**src/rtl/mem_arbiter.sv**
```systemverilog
// mem_arbiter: shares one asynchronous-read byte memory between a fetch port
// and a data port. Each access takes three cycles: IDLE (arbitrate), ACC
// (memory access with latched request), RESP (one-cycle valid pulse).
// Data normally has priority over fetch. Defining ARB_STARVE_GUARD_EN adds a
// saturating streak counter that hands the memory to fetch once MAX_STREAK
// data grants in a row have been taken while fetch was waiting.
// Load type encoding:  0=LB 1=LH 2=LW 3=LBU 4=LHU.  Store type: 0=SB 1=SH 2=SW.
`timescale 1ns/1ps

`ifndef LOAD_B
`define LOAD_B  3'd0
`endif
`ifndef LOAD_H
`define LOAD_H  3'd1
`endif
`ifndef LOAD_W
`define LOAD_W  3'd2
`endif
`ifndef LOAD_BU
`define LOAD_BU 3'd3
`endif
`ifndef LOAD_HU
`define LOAD_HU 3'd4
`endif

module mem_arbiter #(
   parameter int MAX_STREAK = 4
) (
   input  logic        clk,
   input  logic        rst,
   // fetch side
   input  logic        if_req_i,
   input  logic [7:0]  if_addr_i,
   output logic        if_valid_o,
   output logic [31:0] if_rdata_o,
   output logic        if_stall_o,
   // data side
   input  logic        dm_req_i,
   input  logic        dm_we_i,
   input  logic [7:0]  dm_addr_i,
   input  logic [31:0] dm_wdata_i,
   input  logic [2:0]  dm_load_type_i,
   input  logic [1:0]  dm_store_type_i,
   output logic        dm_valid_o,
   output logic [31:0] dm_rdata_o,
   output logic        dm_stall_o,
   // memory side
   output logic        mem_rd_en_o,
   output logic        mem_wr_en_o,
   output logic [7:0]  mem_addr_o,
   output logic [31:0] mem_wr_data_o,
   output logic [2:0]  mem_load_type_o,
   output logic [1:0]  mem_store_type_o,
   input  logic [31:0] mem_rd_data_i
);

   typedef enum logic [2:0] {
      IDLE    = 3'd0,
      IF_ACC  = 3'd1,
      DM_ACC  = 3'd2,
      IF_RESP = 3'd3,
      DM_RESP = 3'd4
   } state_t;

   state_t state_r;
   logic   lat_we_r;     // latched direction of the current data access
   logic   grant_dm_s;   // data would win arbitration this cycle
   logic   take_dm_s;    // data grant taken at this edge
   logic   take_if_s;    // fetch grant taken at this edge

   if ((MAX_STREAK < 1) || (MAX_STREAK > 15)) begin : g_bad_max_streak
      $error("mem_arbiter: MAX_STREAK must be within 1..15");
   end

`ifdef ARB_STARVE_GUARD_EN
   localparam logic [3:0] STREAK_LIMIT = 4'(MAX_STREAK);

   logic [3:0] streak_r;

   // saturating increment so a long data burst cannot wrap the counter
   function automatic logic [3:0] streak_inc(input logic [3:0] cnt);
      logic [3:0] nxt;
      if (cnt == 4'd15) begin
         nxt = 4'd15;
      end else begin
         nxt = cnt + 4'd1;
      end
      return nxt;
   endfunction

   // Data priority, except fetch wins once the streak limit is reached
   always_comb begin
      grant_dm_s = dm_req_i;
      if (dm_req_i && if_req_i && (streak_r == STREAK_LIMIT)) begin
         grant_dm_s = 1'b0;
      end else begin
         grant_dm_s = dm_req_i;
      end
   end

   // Count data grants taken while fetch waits; a fetch grant clears it
   always_ff @(posedge clk or posedge rst) begin
      if (rst) begin
         streak_r <= 4'd0;
      end else if (take_if_s) begin
         streak_r <= 4'd0;
      end else if (take_dm_s && if_req_i) begin
         streak_r <= streak_inc(streak_r);
      end else begin
         streak_r <= streak_r;
      end
   end
`else
   // Strict data priority
   always_comb begin
      grant_dm_s = dm_req_i;
   end
`endif

   assign take_dm_s = (state_r == IDLE) && grant_dm_s;
   assign take_if_s = (state_r == IDLE) && !grant_dm_s && if_req_i;

   // Stalls follow the live request until its valid cycle
   assign if_stall_o = if_req_i & ~if_valid_o;
   assign dm_stall_o = dm_req_i & ~dm_valid_o;

   // Arbitration FSM: latches the granted request, drives memory, captures data
   always_ff @(posedge clk or posedge rst) begin
      if (rst) begin
         state_r          <= IDLE;
         lat_we_r         <= 1'b0;
         mem_rd_en_o      <= 1'b0;
         mem_wr_en_o      <= 1'b0;
         mem_addr_o       <= 8'd0;
         mem_wr_data_o    <= 32'd0;
         mem_load_type_o  <= 3'd0;
         mem_store_type_o <= 2'd0;
         if_valid_o       <= 1'b0;
         if_rdata_o       <= 32'd0;
         dm_valid_o       <= 1'b0;
         dm_rdata_o       <= 32'd0;
      end else begin
         case (state_r)
            IDLE: begin
               if (take_dm_s) begin
                  state_r          <= DM_ACC;
                  lat_we_r         <= dm_we_i;
                  mem_rd_en_o      <= ~dm_we_i;
                  mem_wr_en_o      <= dm_we_i;
                  mem_addr_o       <= dm_addr_i;
                  mem_wr_data_o    <= dm_wdata_i;
                  mem_load_type_o  <= dm_load_type_i;
                  mem_store_type_o <= dm_store_type_i;
               end else if (take_if_s) begin
                  state_r          <= IF_ACC;
                  lat_we_r         <= 1'b0;
                  mem_rd_en_o      <= 1'b1;
                  mem_wr_en_o      <= 1'b0;
                  mem_addr_o       <= if_addr_i;
                  mem_wr_data_o    <= 32'd0;
                  mem_load_type_o  <= `LOAD_W;
                  mem_store_type_o <= 2'd0;
               end else begin
                  state_r <= IDLE;
               end
            end
            IF_ACC: begin
               if_rdata_o  <= mem_rd_data_i;
               if_valid_o  <= 1'b1;
               mem_rd_en_o <= 1'b0;
               mem_wr_en_o <= 1'b0;
               state_r     <= IF_RESP;
            end
            DM_ACC: begin
               // a store leaves the previous load data untouched
               if (!lat_we_r) begin
                  dm_rdata_o <= mem_rd_data_i;
               end else begin
                  dm_rdata_o <= dm_rdata_o;
               end
               dm_valid_o  <= 1'b1;
               mem_rd_en_o <= 1'b0;
               mem_wr_en_o <= 1'b0;
               state_r     <= DM_RESP;
            end
            IF_RESP: begin
               if_valid_o <= 1'b0;
               state_r    <= IDLE;
            end
            DM_RESP: begin
               dm_valid_o <= 1'b0;
               state_r    <= IDLE;
            end
            default: begin
               mem_rd_en_o <= 1'b0;
               mem_wr_en_o <= 1'b0;
               if_valid_o  <= 1'b0;
               dm_valid_o  <= 1'b0;
               state_r     <= IDLE;
            end
         endcase
      end
   end

endmodule

```
**config.mk**
```make
export PLATFORM = sky130hd
export DESIGN_NAME = mem_arbiter
export DESIGN_NICKNAME = d
export VERILOG_FILES = /design/src/rtl/mem_arbiter.sv
export SDC_FILE = /design/constraint.sdc
export NUM_CORES = 1
export LEC_CHECK = 0
export BUFFER_PORTS_ARGS = -buffer_cell sky130_fd_sc_hd__buf_2
export CORE_ASPECT_RATIO = 1.2
export CORE_MARGIN = 4
export CORE_UTILIZATION = 45
export CTS_CLUSTER_SIZE = 14
export DETAILED_ROUTE_END_ITERATION = 10
export PLACE_DENSITY = 0.89
export SLEW_MARGIN = 40
export SYNTH_ARGS = -nofsm -noshare
export SYNTH_HDL_FRONTEND = slang
export SYNTH_SLANG_ARGS = --single-unit
```
**constraint.sdc**
```tcl
create_clock -name clk -period 7.7 [get_ports clk]
set_clock_uncertainty 0.1 [all_clocks]
set_input_delay 0 -clock clk [delete_from_list [all_inputs] [get_ports clk]]
set_output_delay 0 -clock clk [all_outputs]
set_load 0.03 [all_outputs]
```
# Word-level counts from Yosys, hierarchy flattened

Index checks and enable logic that the tools add are counted.
Widths: inputs -> output; s select.

Bits in registers: 117
Logic and storage cells: 55
Bits in latches: 0
Input port bits: 90
RAM bits: 0
Output and inout bits: 115
Memories kept: 0
ROM bits: 0

Multiply operators: 0
Reductions and logical operators: 12
Magnitude comparators: 0
Div/mod/pow operators: 0
Equal/unequal tests: 5
Shifts and indexed selects: 0
Multiplexer cells: 19
Bitwise logic cells: 7
Add/subtract/negate cells: 0

Operators by type and width:

| operator           | count |
|---|---|
| $mux 32            | 2 |
| $mux 8             | 2 |
| $pmux 3 s3         | 1 |
| $pmux 1 s2         | 4 |
| $eq 3x2->1 const B | 2 |
| $mux 2             | 3 |
| $mux 3             | 2 |
| $reduce_and 2->1   | 3 |
| $reduce_or 3->1    | 2 |
| $mux 1             | 5 |
| $not 1->1          | 5 |
| $eq 3x1->1 const B | 1 |
| $eq 3x3->1 const B | 1 |
| $logic_and 1x1->1  | 3 |
| $logic_not 3->1    | 1 |
| $ne 3x3->1 const B | 1 |
| $and 1x1->1        | 2 |
| $reduce_bool 2->1  | 1 |
| $reduce_or 2->1    | 1 |
| $logic_not 1->1    | 1 |

# Logic depth before layout (Yosys ltp)

Gate-level depths: netlist (run 1).

Depth after elaboration: 6
Depth in mapped cells: 6
Gate-level depth less buffers: 3

# Worst setup path before layout (run 1)

OpenSTA, ideal clock, no wires.

Path kind: register -> register
Start: register state_r[0]
End: register dm_rdata_o[0]
Stages on the path, launching flop included: 6
Path buffers: 2
Library setup time: 125 ps
Setup slack: 5,938 ps
Data arrival time: 1,537 ps
Clock period less this slack: 1,762 ps
Required time: 7,475 ps
Cells stage by stage: dfrtp_1 buf_2 or3b_4 nor2_8 buf_12 mux2_4

Cells in the longest elaborated chain, start to end: 2

RTL lines:

| what                              | RTL line | source |
|---|---|---|
| from (decl)                       | 65       | `state_t state_r;` |
| from (signal assigned)            | 130      | `state_r <= IDLE;` |
| from (signal assigned)            | 146      | `state_r <= DM_ACC;` |
| from (signal assigned)            | 155      | `state_r <= IF_ACC;` |
| $eq 3x2->1                        | 143      | `case (state_r)` |
| $reduce_and 2->1 (no source line) | --       |  |
| to (signal assigned)              | 177      | `dm_rdata_o <= mem_rd_data_i;` |
| to (signal assigned)              | 179      | `dm_rdata_o <= dm_rdata_o;` |
| to (decl)                         | 45       | `output logic [31:0] dm_rdata_o,` |

No other way between the ends.
A chain may end at the register's enable or synchronous reset.

# Worst setup path after layout (run 1)

Start: register state_r[1]
End: register mem_addr_o[3]

Cells in the longest elaborated chain, start to end: 5
Elaborated cells between the ends (all ways): 7
Classes of those cells: mux: 1; reduce/logical: 6

RTL lines:

| what                               | RTL line      | source |
|---|---|---|
| $logic_not 3->1 (*)                | 120, 121, 143 |  |
| $logic_and 1x1->1 (2 in series)    | 121           | `assign take_if_s = (state_r == IDLE) && !grant_dm_s && if_req_i;` |
| $reduce_bool 2->1 (no source line) | --            |  |
| $reduce_and 2->1 (no source line)  | --            |  |
| to (signal assigned)               | 150           | `mem_addr_o <= dm_addr_i;` |
| to (signal assigned)               | 159           | `mem_addr_o <= if_addr_i;` |
| to (decl)                          | 50            | `output logic [7:0] mem_addr_o,` |

Every way passes the cells marked *; elsewhere a longest branch is shown, timed or not.

==> results list, run 1 <==
- Worst Setup Start Kind: flip-flop
- The clock tree synthesis step divided the H-tree into 4 levels.
* Wire length after detailed routing: 12.91 mm
- Area growth from synthesis to layout: 56.27%
- The flow ran to the end, and the final reports show no timing, DRC or antenna violations.
* Via count of the first global-routing pass: about 4100
- Kind of end point of the critical path: flip-flop
* Synthesized area divided by synthesized cell count: roughly 16 um^2
* Number of remaining DRC errors: 0
* TritonCTS clock tree: yes
- The top cell types in the final layout, fill and taps aside, are buf_2 (204), dfrtp_1 (117), dlygate4sd3_1 (90), a22o_1 (37), mux2_2 (34).
* Grt ovf: 0
- Die Width: 100.2 um
* Path class of the lowest-slack min-delay path: primary input to asynchronous set/reset pin
* Total clock buffers created by CTS: 17
- Clock sinks: 117
* Via density per instance: about 5.0
* Most common library cell in the layout ignoring fill and taps: buf_2
- Chip Height: about 120 um
- The core region is 0.01001 mm^2.
* Clock latency on the worst-skew pair: 400 ps
* Maximum number of pins on one net before global-route repair: 61
- Synth Warn #: 0
- STA puts the critical path data required time at a little under 8000 ps.
- The die covers 0.01189 mm^2.
- Average wire per standard cell: around 18 um
- The cell count after synthesis came out at 288.
- Distinct cell type count of the synthesized netlist: 26
- Time the final worst path needs with I/O delays and setup: 2443 ps
- After the last flow step, the layout net total stands at between 600 and 700.
* Final setup violation count: 0
- The worst pin sits at a relative slew slack of 0.4709.
- Netlist area before placement: 0.004592 mm^2
- Initial core utilization: 0.4588
* Post-Route Setup TNS: 0 ps
- Port buffering added 204 buffers.
- The layout has 618 filler cells.
* Setup Crit Path Kind: flip-flop to flip-flop
- At the pin with the least slew margin, the transition time is 793.7 ps.
- Before antenna repair, the detailed router went through 4 iterations.
* Number of standard cells in the final layout excluding fillers: 725
- CP arrival: 2670 ps
- Number of standard-cell rows in the floorplan: 40
- Layout cells sized above 1: 0.5326
- Synthesis produced a netlist with a net count of 378.
- Yosys top cell area share: 0.6376
- Fmax achieved: 409.4 MHz
- The first global-routing pass estimated a little over 20 mm of wire.
* Vias after detailed routing: 3643
* DRT iter0 DRCs: 171
* Count of state elements after synthesis: 117
- The root buffer cell chosen for the clock tree is clkbuf_16.
- Maximum capacitance violations: 0
* Antenna violations before repair: 0
- The number of placed instances, taps included, is 603.
* Number of top-level pins: a little over 200
* Overall routing resource usage: 0.2202
* RSZ-0062 raised after global routing: no
- The number of max-slew violations in the final report came to 0.
- Yosys attributes the largest share of cell area to dfrtp_1 (64%), mux2_4 (9.8%), mux2_2 (8.3%), a22o_1 (7.1%), o221a_2 (2.0%).
* Power density over cell area: 500.1 mW/mm^2
- Antenna cell count: 0
* Endpoints failing hold: 0
* Antenna viol nets, final: 0
- Summed over all instances, the cell type with the most area after synthesis is dfrtp_1.
- Share of the cycle needed by the critical path after routing: 0.3172
- Maximum buffer depth of the clock tree: 2
* Detailed placement HPWL: 7.752 mm
- In this run the static leakage power is 3.540 nW.
- In this run the critical register-to-register path is launched from state_r[1].
- In this run the worst path has a maximum fanout of 10.
- Total setup buffers inserted after CTS: 0
- IR analysis of the VDD net gives a maximum drop of 0.2602 mV.
- Endpoint of the most critical register-to-register path: mem_addr_o[3]
* Routability cong.: 0.7364
- Worst reg-to-reg setup slack: roughly 5300 ps
* FF-to-FF path depth: 4
* Reg clk slew, reported paths: 60 ps
* Post-synthesis sequential area ratio: 0.6376
==> worst max-delay path, cell delays in order (launching register included) <==
cell,delay (ps)
dfrtp_1,510
nor3_2,340
nor2b_1,550
o221a_2,290
dlygate4sd3_1,580
==> where the power goes <==
part | switching, mW | leakage, nW | internal [mW]
Combinational | 1.01 | 1.84 | 0.681
Sequential | 0.196 | 1.41 | 0.915
Clock | 0.289 | 0.283 | 0.498
Total | 1.50 | 3.54 | 2.09
==> cells by family after synthesis <==
family / Yosys count / share of synthesized area
AOI/OAI and AO/OA: 53 / 0.1019
muxes: 64 / 0.1815
DFF: 117 / 0.6376
buffers and inverters: 24 / 0.03624
and+or+nand+nor: 30 / 0.04278
==> how the worst max path moves through the flow <==
stage,startpoint,end,slack (ps),cells after the start
2_1_floorplan,rst,dm_rdata_o[0],4500,1
4_1_cts,state_r[1],mem_addr_o[7],5290,4
3_3_place_gp,state_r[1],dm_rdata_o[31],5460,3
3_5_place_dp,state_r[1],dm_rdata_o[30],5370,3
6_report,state_r[1],mem_addr_o[3],5260,4
5_1_grt,state_r[1],mem_addr_o[3],5110,4
==> registers in the layout, summed over array words and instances, names as in the netlist, 2 cells and up <==
signal and count:
mem_store_type_o 2, mem_wr_data_o 32, state_r 3, mem_load_type_o 3, if_rdata_o 32, mem_addr_o 8, dm_rdata_o 32
==> metal layers <==
metal	vias to the layer above	wire length [um]	GRT usage	part of all wire
met1	1795	4782	0.2467	0.37
met5	-	0	0	0
met2	169	6929	0.3806	0.54
li1	1655	-	-	-
met4	0	263	0.08425	0.020
met3	24	937	0.07556	0.073
==> layout make-up <==
class	count	area (um^2)	area share
clock inverters	13	147.6	0.02058
well taps	126	157.7	0.02197
flip-flops and latches	117	2928	0.4080
multi-input cells	147	1516	0.2113
clock buffers	19	452.9	0.06312
inverters	5	21.27	0.002964
repair buffers	298	1952	0.2720
==> synth_stat cells <==
cell and instances:
o21ai_1 1, dfrtp_1 117, a21oi_1 1, inv_1 5, clkbuf_1 2, nor2b_1 5, nand3_1 1, a2bb2oi_1 1
nand2b_1 8, a32oi_1 2, nor3_1 2, nor2_1 5, nor3_2 2, nand2_1 4, buf_4 4, o221a_2 8
o21ai_0 2, mux2_4 30, nor4b_2 1, nor2_8 1, mux2_2 34, buf_12 3, a22o_1 37, or3b_4 1
o211ai_1 1, buf_2 10
==> through the flow <==
stage | hold WS, ps | total power [mW] | instance area [um^2] | setup WS [ps] | utilization
final | 181.6 | 3.589 | 7176 | 5257 | 0.7169
after global routing | 238.5 | 3.761 | 7176 | 5113 | 0.7169
after CTS | 182.2 | 3.598 | 7176 | 5287 | 0.7169
after detailed placement | 67.47 | 2.726 | 5674 | 5374 | 0.5669
after global placement | 43.13 | 2.659 | 5674 | 5455 | 0.5669
after floorplan | -16.85 | 2.290 | 4592 | 4499 | -
==> repair_timing <==
action / 4_1_cts / 5_1_grt
gates resized for setup: 0 / 0
hold buffers: 90 / 0
hold endpoints to repair: 173 / 0
Note: power is estimated with default switching activity, not from simulation.
==> run 2: changes to the inputs <==
--- a/config.mk
+++ b/config.mk
@@ -5,13 +5,14 @@
 export SDC_FILE = /design/constraint.sdc
 export NUM_CORES = 1
 export LEC_CHECK = 0
+export ABC_AREA = 1
 export BUFFER_PORTS_ARGS = -buffer_cell sky130_fd_sc_hd__buf_2
 export CORE_ASPECT_RATIO = 1.2
 export CORE_MARGIN = 4
 export CORE_UTILIZATION = 45
 export CTS_CLUSTER_SIZE = 14
 export DETAILED_ROUTE_END_ITERATION = 10
-export PLACE_DENSITY = 0.89
+export PLACE_DENSITY = 0.88
 export SLEW_MARGIN = 40
 export SYNTH_ARGS = -nofsm -noshare
 export SYNTH_HDL_FRONTEND = slang
==> constraint.sdc (replaced) <==
create_clock -name clk -period 2.5 [get_ports clk]
set_clock_uncertainty 0.1 [all_clocks]
set_input_delay 0 -clock clk [delete_from_list [all_inputs] [get_ports clk]]
set_output_delay 0 -clock clk [all_outputs]
set_load 0.03 [all_outputs]
==> run 2 against run 1 <==
Against the previous run:
- sequential power rose to 3.0 times the previous value
- final area increased by 1.2%
- flip-flop and latch count did not move
- critical path type unchanged
==> results list, run 2 <==
* Run status: completed
- Yosys top cell area share: 0.6025 (-0.03513)
- Leakage power figure: 4.048 nW (+14%)
* Kind of end point of the critical path: flip-flop
* Total setup buffers inserted after CTS: 0 (unchanged)
- The highest clock frequency the design can meet is 465.3 MHz (+14%).
* Worst Setup Start Kind: flip-flop
- Max Fanout on Critical Path: 11 (+1)
* Least-Margin Pin Slew: 827.5 ps (+33.78 ps)
* Synth Warn #: 0 (unchanged)
* Time the final worst path needs with I/O delays and setup: 2149 ps (-293.7 ps)
- The number of filler cells placed in the layout is 729 (+18%).
- Netlist area before placement: 0.004860 mm^2 (+5.8%)
- Power density over cell area: 1438 mW/mm^2 (+190%)
- The number of buffers on the longest clock path is 2 (unchanged).
* Total clock buffers created by CTS: 17 (unchanged)
- Share of the cycle needed by the critical path after routing: 0.8596 (+0.5424)
- Flip-flop cell with the highest count after synthesis: dfrtp_1
- Slowest stage cell on the critical path: dlygate4sd3_1
- TritonCTS built the clock tree.
- The cell-internal power is 5.709 mW (+170%).
- Post-synthesis sequential area ratio: 0.6025 (-0.03513)
- Switching portion of total power: 0.4533 (+0.03661)
- Detailed placement HPWL: 8.483 mm (+9.4%)
- FF-to-FF path depth: 7 (+3)
* Number of synthesized flops with an enable pin: 0 (unchanged)
- The cell row count came to 41 (+2.5%).
* Antenna viol nets, final: 0 (unchanged)
- Compared with the post-synthesis result, the final layout area differs by 49.41%.
- Synth Net Count: 594 (+57%)
- The arrival time of the worst setup path came to 2320 ps (-350 ps).
- The leftover overflow at the end of global routing is 0 (unchanged).
- The number of endpoints failing setup at the final stage is 0 (unchanged).
- The number of different library cells in the post-synthesis netlist was 26 (unchanged).
* Drt pass-1 iters: 6 (+2)
- The reported net switching power was 4.734 mW (+220%).
* Endpoints failing hold: 0 (unchanged)
- The initial antenna violation count was 3 (+3).
- Via count of the first global-routing pass: 4595 (+13%)
* Routability cong.: 0.7887 (+7.1%)
- Post-cts gate resize count: 0 (unchanged)
* Part of the power in combinational logic: 0.462 (-0.009)
- Clock power frac: 0.224 (+0.005)
- The area of all sequential standard cells is 0.002928 mm^2 (unchanged).
- PortBufs: 204 (unchanged)
- Cell count of the worst hold path: 4
* Family with the most delay on the worst path: simple AND/OR/NAND/NOR gates
- The total of hold buffers inserted after clock tree synthesis was 89 (-1.1%).
* Nets@finish: 883 (+31%)
* Synthesized area divided by synthesized cell count: 9.642 um^2 (-40%)
* Gate count after technology mapping: 504 (+75%)
- The critical path goes through nor2_4, nand3_4, nand2_1, nand2_1, dlygate4sd3_1, nand2_1, nand2_1.
- Via density per instance: 4.888 (-2.7%)
- Initial core utilization: 0.4621 (+0.003356)
- Count of state elements after synthesis: 117 (unchanged)
* Crit path top cell by count: nand2_1
- Overall routing resource usage: 0.2303 (+0.01005)
* DIE AREA: 0.01253 mm^2 (+5.4%)
- The required time of the critical path was 2670 ps (-5260 ps).
* Number of remaining DRC errors: 0 (unchanged)
- The share of power burned in registers came to 0.314 (+0.005).
* Post-synthesis async set-or-reset flop share: 1.000 (unchanged)
* Highest cell delay on the worst timing path: 570 ps (about the same)
- The number of max-slew violations in the final report came to 0 (unchanged).
* Final core utilization: 0.6904 (-0.02645)
- The DRC violation total after the first TritonRoute iteration was 286 (+67%).
- The fraction of final layout cells sized beyond drive strength 1 is 0.3478 (-0.1847).
- Chip Height: 121.8 um (+2.7%)
* Number of cells on the critical path: 7 (+3)
* Maximum number of pins on one net before global-route repair: 69 (+13%)
- The number of H-tree branching levels was 4 (unchanged).
- Number of top-level pins: 205 (unchanged)
- Buffer type at the clock tree root: clkbuf_16
- The number of maximum-capacitance constraint violations came to 0 (unchanged).
- Area of the multi-input gates: 0.001496 mm^2 (-1.3%)
* RSZ-0062 raised after global routing: no
- In the layout the commonest cells are nand2_1 (223), buf_2 (204), dfrtp_1 (117), dlygate4sd3_1 (89), inv_1 (37).
- Vias after detailed routing: 4580 (+26%)
- The total length of routed wires came to 14.29 mm (+11%).
- The clock sink count came to 117 (unchanged).
* Setup Crit Path Kind: flip-flop to flip-flop
- Leaving out fill and tap cells, the most frequent cell in the layout is nand2_1.
- Average wire per standard cell: 15.25 um (-14%)
- The worst vdd rail ir drop was 0.8283 mV (+220%).
* Top cells by instance count after synthesis: nand2_1 (223), dfrtp_1 (117), inv_1 (38), o21ai_1 (36), o21ai_2 (30)
* Reg clk slew, reported paths: 60 ps (about the same)
- Die Width: 102.9 um (+2.6%)
* Post-Route Setup TNS: 0 ps (unchanged)
* Most common cell in the netlist: nand2_1
- Crit path buf inv count: 1 (unchanged)
* Largest registers: dm_rdata_o (32), if_rdata_o (32), mem_wr_data_o (32)
- The core area was 0.01052 mm^2 (+5.1%).
- Cell accounting for the most synthesized area: dfrtp_1
- By area the synthesized netlist is led by dfrtp_1 (60%), nand2_1 (17%), o21ai_2 (5.4%), o21ai_1 (3.7%), buf_6 (3.7%).
- The clock insertion delay at the later pin of the skew report is 390 ps (about the same).
- The first-pass GRT wire length was 22.22 mm (+9.2%).
- Path class of the lowest-slack min-delay path: primary input to flip-flop
- The worst slew slack as a fraction of its limit is 0.4484 (-0.02252).
run 2: path summary, 6_finish.rpt:
kind,from,to,slack (ps)
setup / recovery,state_r[2],mem_addr_o[3],350
hold / removal,dm_wdata_i[22],mem_wr_data_o[22],250
setup reg to reg,state_r[2],mem_addr_o[3],350
hold reg to reg,mem_wr_data_o[17],mem_wr_data_o[17],370
max in group asynchronous,rst,mem_wr_data_o[20],1580
min in group asynchronous,rst,mem_wr_data_o[13],260
run 2: metrics by stage:
step | worst slack (ps) | cell area, um^2 | power (mW) | std cells | hold WS (ps)
2_1_floorplan | 972.6 | 4863 | 6.811 | 504 | 16.62
3_3_place_gp | 687.2 | 5787 | 7.772 | 814 | 100.1
3_5_place_dp | 611.9 | 5787 | 7.920 | 814 | 105.0
4_1_cts | 466.2 | 7249 | 10.45 | 934 | 220.3
5_1_grt | 252.1 | 7261 | 11.06 | 937 | 257.0
6_report | 350.9 | 7261 | 10.44 | 937 | 253.0
run 2: metal layers:
layer  global-route usage  share of wire
met5                    0              0
met4               0.1409          0.059
met2               0.3800           0.52
met1               0.2645           0.36
met3              0.05956          0.059
run 2: power by group through the flow:
stage	logic (mW)	registers [mW]	clock network [mW]
after floorplan	1.88	4.93	0
after global placement	4.52	3.25	0
after detailed placement	4.65	3.27	0
after CTS	4.80	3.26	2.38
after global routing	5.21	3.37	2.48
final	4.82	3.28	2.34
run 2: layout make-up:
cell class                 instances  share of cell area
inverter                          41             0.02275
antenna                            3            0.001034
sequential                       117              0.4032
clock buffer                      20             0.06014
timing repair buffer             295              0.2659
clock inverter                    11             0.01861
multi-input combinational        321              0.2061
tap                              129             0.02223
run 2: tightest hold or removal path: stages:
cell,delay [ps]
dlygate4sd3_1,520
buf_2,100
nand2_1,40
nand2_1,60
run 2: cells by family (layout without fill, tap and decap cells):
group / Yosys count / in the layout / synth area share
AOI/OAI and AO/OA: 71 / 71 / 0.09681
DFF: 117 / 117 / 0.6025
buffers and inverters: 66 / 367 / 0.08960
other: 0 / 3 / 0
and+or+nand+nor: 250 / 250 / 0.2111
==> run 3: changes to the inputs <==
==> constraint.sdc (replaced) <==
create_clock -name clk -period 2.5 [get_ports clk]
set_clock_uncertainty 0.1 [all_clocks]
set_input_delay 0.5 -clock clk [delete_from_list [all_inputs] [get_ports clk]]
set_output_delay 0.5 -clock clk [all_outputs]
set_load 0.03 [all_outputs]
==> run 3 against run 2 <==
Against the previous run:
- global-route usage shrank 4.4 points
- worst hold slack lost 230 ps
- cell count shrank 9.7%
- core utilization shrank 7.4 points
- highest routed layer is now met5
- non-clock buffer count shrank 89
- clock-buffer cell count shrank 1
- routed wire length shrank 18%
- sequential power is essentially flat
- power grew 0.66%
- register-to-register slack gained 200 ps
==> results list, run 3 (synthesized netlist as in run 2, its figures left out) <==
- The power density of the placed cells came to 1623 mW/mm^2 (+13%).
* Area growth from synthesis to layout: 33.29%
- Share of the cycle needed by the critical path after routing: 0.7791 (-0.08050)
- Number of top-level pins: 205 (unchanged)
- The first-pass GRT wire length was 18.24 mm (-18%).
* Largest voltage drop on the vdd net: 0.8111 mV (-2.1%)
- Worst slew margin relative to its limit: 0.5209 (+0.07252)
- Clock sinks: 117 (unchanged)
- Vias after detailed routing: 3985 (-13%)
- Via density per instance: 4.710 (-3.6%)
- The worst setup path is launched from a flip-flop.
* Number of remaining DRC errors: 0 (unchanged)
- The worst setup slack after layout is 552.2 ps (+201.3 ps).
* Data required, critical path: 2660 ps (about the same)
- Path class of the lowest-slack min-delay path: primary input to asynchronous set/reset pin
* Drt pass-1 iters: 4 (-2)
- Post-placement setup slack: 608.3 ps (-3.652 ps)
* Least-Margin Pin Slew: 718.7 ps (-108.8 ps)
- CP arrival: 2110 ps (-210 ps)
- The initial cell density of the core came to 0.4621 (unchanged).
- Maximum capacitance violations: 0 (unchanged)
- Area of the core region: 0.01052 mm^2 (unchanged)
- Via count of the first global-routing pass: 3757 (-18%)
- The floorplan die area came to 0.01253 mm^2 (unchanged).
- In the layout the commonest cells are nand2_1 (223), buf_2 (204), dfrtp_1 (117), inv_1 (37), o21ai_1 (36).
- The worst-case hold slack was 18.43 ps (-234.5 ps).
- The CTS buffer count came to 17 (unchanged).
- Endpoints failing hold: 0 (unchanged)
- The number of max-slew violations in the final report is 0 (unchanged).
- Post-Route Setup TNS: 0 ps (unchanged)
* Number of standard-cell rows in the floorplan: 41 (unchanged)
- The library cell used most frequently in the layout, excluding fill and tap cells, is nand2_1.
- PortBufs: 204 (unchanged)
- The fraction of final layout cells sized beyond drive strength 1 was 0.3961 (+0.04827).
* Die Width: 102.9 um (unchanged)
- Post-CTS Hold Buffers: 0 (-100%)
- The final net count is 794 (-10%).
- Grt ovf: 0 (unchanged)
- The half-perimeter wire length after placement came to 8.493 mm (+0.12%).
- Buffer type at the clock tree root: clkbuf_16
- Antenna violations before repair: 2 (-1)
- The number of buffers inserted to repair setup after CTS is 0 (unchanged).
- In the final layout, the registers with the most flip-flops are dm_rdata_o (32), if_rdata_o (32), mem_wr_data_o (32).
* Chip Height: 121.8 um (unchanged)
- RSZ-0062 raised after global routing: no
- The final estimated routing congestion in global placement was 0.8012 (+1.6%).
- Antenna viol nets, final: 0 (unchanged)
* Htree depth: 4 (unchanged)
- Max Fanout on Critical Path: 64 (+53)
* Antenna cell count: 0 (-3)
- Setup Crit Path Kind: flip-flop to flip-flop
- Overall routing resource usage: 0.1861 (-0.04413)
- Final setup violation count: 0 (unchanged)
- Leakage power figure: 3.722 nW (-8.1%)
- Time the final worst path needs with I/O delays and setup: 1948 ps (-201.3 ps)
- The DRC violation total after the first TritonRoute iteration was 181 (-37%).
- The worst setup path is captured at a flip-flop.
- The run finished with clean final reports.
* Reg clk slew, reported paths: 50 ps (about the same)
- TritonCTS built the clock tree.
- Maximum buffer depth of the clock tree: 2 (unchanged)
- Average wire per standard cell: 13.91 um (-8.8%)
- The clock insertion delay at the later pin of the skew report came to 390 ps (about the same).
- The quantity of gates resized following cts is 0 (unchanged).
* Fillcell total: 875 (+20%)
- Wire length after detailed routing: 11.77 mm (-18%)
* Fmax achieved: 513.4 MHz (+10%)
* Maximum number of pins on one net before global-route repair: 68 (-1.4%)
-- run 3: cell types whose count changed in the layout (fill, tap and decap cells not counted) --
| cell | previous run | this run |
|---|---|---|
| dlygate4sd3_1 | 89 | 0 |
| clkbuf_1 | 3 | 0 |
| clkinv_4 | 0 | 3 |
| diode_2 | 3 | 0 |
| buf_12 | 0 | 2 |
| bufinv_16 | 3 | 5 |
| clkbuf_8 | 0 | 2 |
| clkinv_2 | 6 | 4 |
| buf_4 | 1 | 0 |
| buf_6 | 1 | 0 |
| clkinvlp_4 | 3 | 2 |
| nand2_4 | 3 | 2 |
| nand2_8 | 0 | 1 |
-- run 3: metrics by stage --
step / power (mW) / area [um^2] / std cells / utilization
finish: 10.51 / 6477 / 846 / 0.6159
floorplan: 6.811 / 4863 / 504 / -
global route: 11.14 / 6477 / 846 / 0.6159
detailed placement: 7.917 / 5812 / 814 / 0.5526
global placement: 7.775 / 5812 / 814 / 0.5526
CTS: 10.61 / 6469 / 846 / 0.6151
-- run 3: cell type report --
class                           instances  area [um^2]  share of cell area
Clock buffer                           19        452.9             0.06992
Sequential cell                       117         2928              0.4520
Tap cell                              129        161.4             0.02492
Timing Repair Buffer                  206         1061              0.1638
Clock inverter                         13        203.9             0.03149
Inverter                               41        165.2             0.02550
Multi-Input combinational cell        321         1505              0.2324
-- run 3: layer usage --
metal	up-vias	routed length, um	track usage
li1	1971	-	-
met1	1844	4547	0.2247
met2	133	6149	0.3061
met3	33	681	0.05556
met4	4	366	0.08259
met5	-	26	0
-- run 3: worst max-delay path, stage by stage, from the launching register on --
cell and delay, ps:
dfrtp_1 480, inv_2 240, nand2_1 120, nor2_2 160
nand2_4 380, nand2_1 220, o21ai_2 70
-- run 3: worst paths after layout --
| path | start | end | slack, ps | cells past startpoint |
|---|---|---|---|---|
| worst max-delay path | state_r[0] | dm_rdata_o[13] | 550 | 6 |
| worst min-delay path | rst | mem_wr_data_o[16] | 20 | 2 |
| worst max register to register | state_r[0] | dm_rdata_o[13] | 550 | 6 |
| worst min register to register | mem_wr_data_o[10] | mem_wr_data_o[10] | 360 | 2 |
| max in group asynchronous | rst | dm_rdata_o[26] | 1660 | 3 |
| min in group clk | dm_wdata_i[5] | mem_wr_data_o[5] | 200 | 3 |
-- run 3: where the power goes --
group / internal, mW / switching [mW]
registers: 2.78 / 0.487
logic: 1.26 / 3.34
clock network: 1.82 / 0.829
